File: config.mk
export PLATFORM = sky130hd
export DESIGN_NAME = local_pred_update_queue
export DESIGN_NICKNAME = d
export VERILOG_FILES = /design/src/rtl/local_pred_update_queue.sv
export SDC_FILE = /design/constraint.sdc
export NUM_CORES = 1
export LEC_CHECK = 0
export ABC_AREA = 1
export CAP_MARGIN = 10
export CORE_ASPECT_RATIO = 1.4
export CORE_MARGIN = 10
export CORE_UTILIZATION = 58
export CTS_CLUSTER_SIZE = 16
export DETAILED_ROUTE_END_ITERATION = 10
export PLACE_DENSITY = 0.89
export SLEW_MARGIN = 20
export SYNTH_ARGS = -nofsm -noshare
export SYNTH_HDL_FRONTEND = slang
export SYNTH_SLANG_ARGS = --single-unit
File: constraint.sdc
create_clock -name clock -period 2.9 [get_ports clock]
set_clock_uncertainty 0.15 [all_clocks]
set_input_delay 0.58 -clock clock [delete_from_list [all_inputs] [get_ports clock]]
set_output_delay 0.58 -clock clock [all_outputs]
set_load 0.02 [all_outputs]
File: src/rtl/local_pred_update_queue.sv
// local_pred_update_queue
//   In-order resolution queue on the write side of the local 3-bit counter
//   table. Each fetch-time local prediction {index, taken} is recorded; when
//   the oldest branch resolves, its entry retires and a registered update
//   (index, actual outcome, mispredict flag) is driven to the counter table.
//
// Ports
//   clock, reset      rising-edge clock, asynchronous active-low reset
//   pred_valid/ready  push handshake; pred_ready = not full
//   pred_index/taken  table index and predicted direction to record
//   resolve_valid/ready  pop handshake; resolve_ready = not empty
//   resolve_taken     actual outcome of the oldest branch
//   flush             drop all in-flight entries (wins over push/pop)
//   upd_valid/index/taken  registered counter-table update, 1 cycle after pop
//   mispredict        pulses with upd_valid when outcome != recorded prediction
//   count             current occupancy
//   miss_count        (LPUQ_STATS_EN only) saturating 16-bit mispredict count
//
// Build option: define LPUQ_STATS_EN to add the miss_count output.

module local_pred_update_queue #(
    parameter int DEPTH = 8,
    parameter int IDXW  = 10
) (
    input  logic                     clock,
    input  logic                     reset,
    input  logic                     pred_valid,
    input  logic [IDXW-1:0]          pred_index,
    input  logic                     pred_taken,
    output logic                     pred_ready,
    input  logic                     resolve_valid,
    input  logic                     resolve_taken,
    output logic                     resolve_ready,
    input  logic                     flush,
    output logic                     upd_valid,
    output logic [IDXW-1:0]          upd_index,
    output logic                     upd_taken,
    output logic                     mispredict,
`ifdef LPUQ_STATS_EN
    output logic [15:0]              miss_count,
`endif
    output logic [$clog2(DEPTH):0]   count
);

    localparam int AW = $clog2(DEPTH);
    localparam logic [AW:0] FULL = (AW+1)'(DEPTH);

    // Entry storage is never reset: flush/reset only invalidate via pointers.
    logic [IDXW-1:0] idx_mem [DEPTH];
    logic            tkn_mem [DEPTH];

    logic [AW-1:0]   wr_ptr_q, wr_ptr_d;
    logic [AW-1:0]   rd_ptr_q, rd_ptr_d;
    logic [AW:0]     count_q,  count_d;
    logic            upd_valid_q, upd_valid_d;
    logic [IDXW-1:0] upd_index_q, upd_index_d;
    logic            upd_taken_q, upd_taken_d;
    logic            mispredict_q, mispredict_d;

    logic push, pop;

    // Ready signals come only from registered occupancy.
    assign pred_ready    = (count_q != FULL);
    assign resolve_ready = (count_q != '0);

    assign push = pred_valid    && pred_ready    && !flush;
    assign pop  = resolve_valid && resolve_ready && !flush;

    always_comb begin
        wr_ptr_d     = wr_ptr_q;
        rd_ptr_d     = rd_ptr_q;
        count_d      = count_q;
        upd_valid_d  = pop;
        upd_index_d  = upd_index_q;
        upd_taken_d  = upd_taken_q;
        mispredict_d = 1'b0;

        if (flush) begin
            wr_ptr_d = '0;
            rd_ptr_d = '0;
            count_d  = '0;
        end else begin
            if (push) wr_ptr_d = wr_ptr_q + 1'b1;   // DEPTH is 2^AW, wraps naturally
            if (pop) begin
                rd_ptr_d     = rd_ptr_q + 1'b1;
                upd_index_d  = idx_mem[rd_ptr_q];
                upd_taken_d  = resolve_taken;
                mispredict_d = (resolve_taken != tkn_mem[rd_ptr_q]);
            end
            case ({push, pop})
                2'b10:   count_d = count_q + 1'b1;
                2'b01:   count_d = count_q - 1'b1;
                default: count_d = count_q;
            endcase
        end
    end

    always_ff @(posedge clock) begin
        if (push) begin
            idx_mem[wr_ptr_q] <= pred_index;
            tkn_mem[wr_ptr_q] <= pred_taken;
        end
    end

    always_ff @(posedge clock or negedge reset) begin
        if (!reset) begin
            wr_ptr_q     <= '0;
            rd_ptr_q     <= '0;
            count_q      <= '0;
            upd_valid_q  <= 1'b0;
            upd_index_q  <= '0;
            upd_taken_q  <= 1'b0;
            mispredict_q <= 1'b0;
        end else begin
            wr_ptr_q     <= wr_ptr_d;
            rd_ptr_q     <= rd_ptr_d;
            count_q      <= count_d;
            upd_valid_q  <= upd_valid_d;
            upd_index_q  <= upd_index_d;
            upd_taken_q  <= upd_taken_d;
            mispredict_q <= mispredict_d;
        end
    end

`ifdef LPUQ_STATS_EN
    // Counts on the same edge that raises mispredict; survives flush.
    logic [15:0] miss_count_q;

    always_ff @(posedge clock or negedge reset) begin
        if (!reset)
            miss_count_q <= '0;
        else if (mispredict_d && miss_count_q != 16'hFFFF)
            miss_count_q <= miss_count_q + 16'd1;
    end

    assign miss_count = miss_count_q;
`endif

    assign upd_valid  = upd_valid_q;
    assign upd_index  = upd_index_q;
    assign upd_taken  = upd_taken_q;
    assign mispredict = mispredict_q;
    assign count      = count_q;

endmodule

==> metrics.md <==
| Metric | Value |
|---|---|
| Outcome | `finished, final reports clean` |
| Sw Pwr | `about 1.5 mW` |
| Cell Int Power | `2.71 mW` |
| Clock period minus final worst setup slack | `2480 ps` |
| Category of the worst setup path launch point | `register` |
| Critical path data arrival time | `approximately 1800 ps` |
| Period Utilization, post-route | `0.854` |
| Max stage delay on crit path | `about 560 ps` |
| Count of input and output buffers | `35` |
| Post-synthesis sequential area ratio | `0.694` |
| Fraction of post-synthesis cell area in the top cell type by area | `0.570` |
| Number of H-tree levels | `3` |
| Total CTS buffers | `9` |
| Accumulated negative setup slack | `0 ps` |
| Die height | `126 um` |
| Parity-gate share of the synthesized area counting xor and xnor cells | `0.00189` |
| Most frequent cells after synthesis | `sky130_fd_sc_hd__edfxtp_1 (88), sky130_fd_sc_hd__nor2_1 (75), sky130_fd_sc_hd__nand2_1 (53), sky130_fd_sc_hd__o21ai_0 (48), sky130_fd_sc_hd__dfrtp_1 (23)` |
| Number of hold buffers added after CTS | `0` |
| Number of synthesized register bits | `111` |
| Compound-gate portion of the synthesized area | `0.0994` |
| Standard-cell rows | `38` |
| Final number of hold-violating endpoints | `0` |
| Area of the core | `7750 sq um` |
| Worst Max-Slew Pin Slew | `539 ps` |
| Overflow left after global routing | `0` |
| Count of vias placed by the detailed router | `3,113` |
| Pins Over Slew Limit | `0` |
| Insertion delay to the later sink of the worst-skew pair | `380 ps` |
| Portion of total power attributed to sequential cells | `0.472` |
| Setup repair after global routing missed its margin | `false` |
| Crit Path Max Fanout | `5` |
| Type of the worst setup path | `reg2out` |
| Relative slew slack | `0.640` |
| Die Area | `roughly 12,000 sq um` |
| Mean post-synth cell area | `about 12 sq um` |
| Routability-driven placement congestion ratio | `0.810` |
| Share of synthesized cell area in full adder, half adder and majority cells | `0.0151` |
| Global-route wire length before repair | `approximately 16,000 um` |
| Postcts setup bufs | `0` |
| Leading cell types by total area after synthesis | `sky130_fd_sc_hd__edfxtp_1 (57%), sky130_fd_sc_hd__dfrtp_1 (12%), sky130_fd_sc_hd__nor2_1 (6.1%)` |
| Main combinational cell family by area after synthesis | `simple AND/OR/NAND/NOR gates` |
| Multiplexer share of the synthesized area | `0` |
| Share of synthesized registers carrying an async set or reset | `0.207` |
| Count of buffering cells on the critical path with inverters included | `1` |
| Max Fclk | `404 MHz` |
| Post-synth design cell area | `4630 sq um` |
| P&R area growth vs syn | `14.7%` |
| Layout cell share with drive strength beyond 1 | `0.125` |
| CP cell instances | `nor2_2, nand2_2, clkdlybuf4s50_1` |
| HPWL after detailed placement | `6620 um` |
| Warnings from Yosys | `0` |
| Final setup violation count | `0` |
| CTS tree | `yes` |
| Distinct cell type count after synthesis | `30` |
| Library cell used as clock root buffer | `sky130_fd_sc_hd__clkbuf_8` |
| Number of global-route vias before repair | `3,089` |
| Largest vdd supply drop | `553 uV` |
| Post-DR wirelength/cell | `a little under 20 um` |
| Horizontal die dimension | `95.5 um` |
| Cell count after synthesis | `385` |
| Violation count after the first detailed-route iteration | `381` |
| Diodes inserted | `0` |
| Total track usage | `0.178` |
| Leakage Power | `1.96 nW` |
| Clock Path Buffers | `2` |
| Detailed Routing Iterations Pass 1 | `5` |
| Final nets | `449` |
| Number of design rule violations left after detail routing | `0` |
| Total power per unit cell area | `800 nW/um^2` |
| Drt via density | `5.85` |
| EDFF count, synth | `slightly below 90` |
| Clock sinks | `111` |
| Power share of the clock group | `0.218` |
| Worst path slowest cell | `sky130_fd_sc_hd__clkdlybuf4s50_1` |
| Endpoint class of the critical path | `output port` |
| Comb pwr share | `0.309` |
| Post-cts gate resize count | `0` |
| Count of pins on the block boundary | `36` |
| Predominant post-synthesis flop cell | `sky130_fd_sc_hd__edfxtp_1` |
| Initial antenna violation count | `0` |
| Maximum number of pins on one net before global-route repair | `47` |
| Critical path's top delay family | `buffers and inverters` |
| Largest area contributor in the netlist | `sky130_fd_sc_hd__edfxtp_1` |
| Final wirelength | `10,300 um` |
| Count of antenna-violating nets left after detailed routing | `0` |
| Hold crit path type | `reg2reg` |
| Switching share of power | `0.363` |
| Max-capacitance violation count | `0` |
| Nets in the synthesized netlist | `407` |
| Most used standard cell by instance count after synthesis | `sky130_fd_sc_hd__edfxtp_1` |
| Hold Slack | `348 ps` |
| Simple-gate share of the synthesized area | `0.153` |
| WP data required | `between 2000 and 2500 ps` |
| Clock slew at reported path FFs | `120 ps` |
| Effective utilization at floorplan | `0.598` |
| Fin util | `0.686` |
[cell families (layout without fill, tap and decap cells)]
kind of cell / count (synthesis) / in the layout
and+or+nand+nor: 158 / 158
DFF: 111 / 111
AOI/OAI and AO/OA: 77 / 77
buffers and inverters: 33 / 80
adders and majority gates: 5 / 5
xor gates and xnor gates: 1 / 1
[per-layer routing]
| layer | vias up | track usage | part of all wire |
|---|---|---|---|
| met2 | 136 | 0.317 | 0.54 |
| met1 | 1525 | 0.201 | 0.37 |
| met5 | - | 0 | 0 |
| met4 | 0 | 0.0731 | 0.027 |
| met3 | 27 | 0.0297 | 0.058 |
| li1 | 1425 | - | - |
[tightest hold or removal path, delay by kind of cell (launching register included)]
| family | cells | cell delay (ps) |
|---|---|---|
| AND/OR/NAND/NOR | 2 | 110 |
| flip-flops | 1 | 360 |
[per-stage QoR]
step | cells | setup slack, ps | cell area [sq um] | power (mW)
2_1_floorplan | 385 | 700 | 4630 | 2.88
6_report | 532 | 424 | 5320 | 4.25
3_3_place_gp | 516 | 221 | 5110 | 3.27
4_1_cts | 532 | 406 | 5320 | 4.25
3_5_place_dp | 516 | 122 | 5110 | 3.35
5_1_grt | 532 | 320 | 5320 | 4.47
[placed cells by master (no fill, tap or decap), types with 4 or more instances in the layout]
cell type	Yosys	routed
sky130_fd_sc_hd__nor2_1	75	75
sky130_fd_sc_hd__edfxtp_1	88	88
sky130_fd_sc_hd__ha_1	4	4
sky130_fd_sc_hd__buf_4	4	14
sky130_fd_sc_hd__o211ai_1	20	20
sky130_fd_sc_hd__o21ai_0	48	48
sky130_fd_sc_hd__dfrtp_1	23	23
sky130_fd_sc_hd__nand2_4	5	5
sky130_fd_sc_hd__nand3_1	16	16
sky130_fd_sc_hd__inv_1	9	9
sky130_fd_sc_hd__clkdlybuf4s50_1	0	35
sky130_fd_sc_hd__clkbuf_8	0	9
sky130_fd_sc_hd__nand2_1	53	53
[area by class of cell]
type                            count  area, sq um
Sequential cell                   111         3220
Fill cell                         543         2430
Multi-Input combinational cell    241         1250
Timing Repair Buffer               49          455
Tap cell                          100          125
Clock buffer                        9          124
Clock inverter                      7         80.1
Inverter                           15         62.6
[path summary, 6_finish.rpt]
kind,from,end,slack [ps],cells past startpoint
max,count[2],resolve_ready,420,3
min,upd_index[2],upd_index[2],350,2
max reg2reg,count[1],count[3],600,14
min reg2reg,upd_index[2],upd_index[2],350,2
max in group asynchronous,reset,mispredict,1940,2
min in group asynchronous,reset,upd_valid,410,2
[flip-flops by register name (all words and copies together), names as in the netlist]
signal and count:
count 4, tkn_mem 8, wr_ptr_q 3, upd_valid 1, upd_taken 1, idx_mem 80, rd_ptr_q 3, mispredict 1
upd_index 10
[power groups by stage]
| stage | logic [mW] | clock network [mW] | registers (mW) |
|---|---|---|---|
| 2_1_floorplan | 0.773 | 0 | 2.11 |
| 3_3_place_gp | 1.25 | 0 | 2.02 |
| 3_5_place_dp | 1.31 | 0 | 2.04 |
| 4_1_cts | 1.32 | 0.933 | 2.00 |
| 5_1_grt | 1.43 | 1.01 | 2.03 |
| 6_report | 1.31 | 0.928 | 2.01 |
No activity file was read; power rests on OpenSTA's default activity.
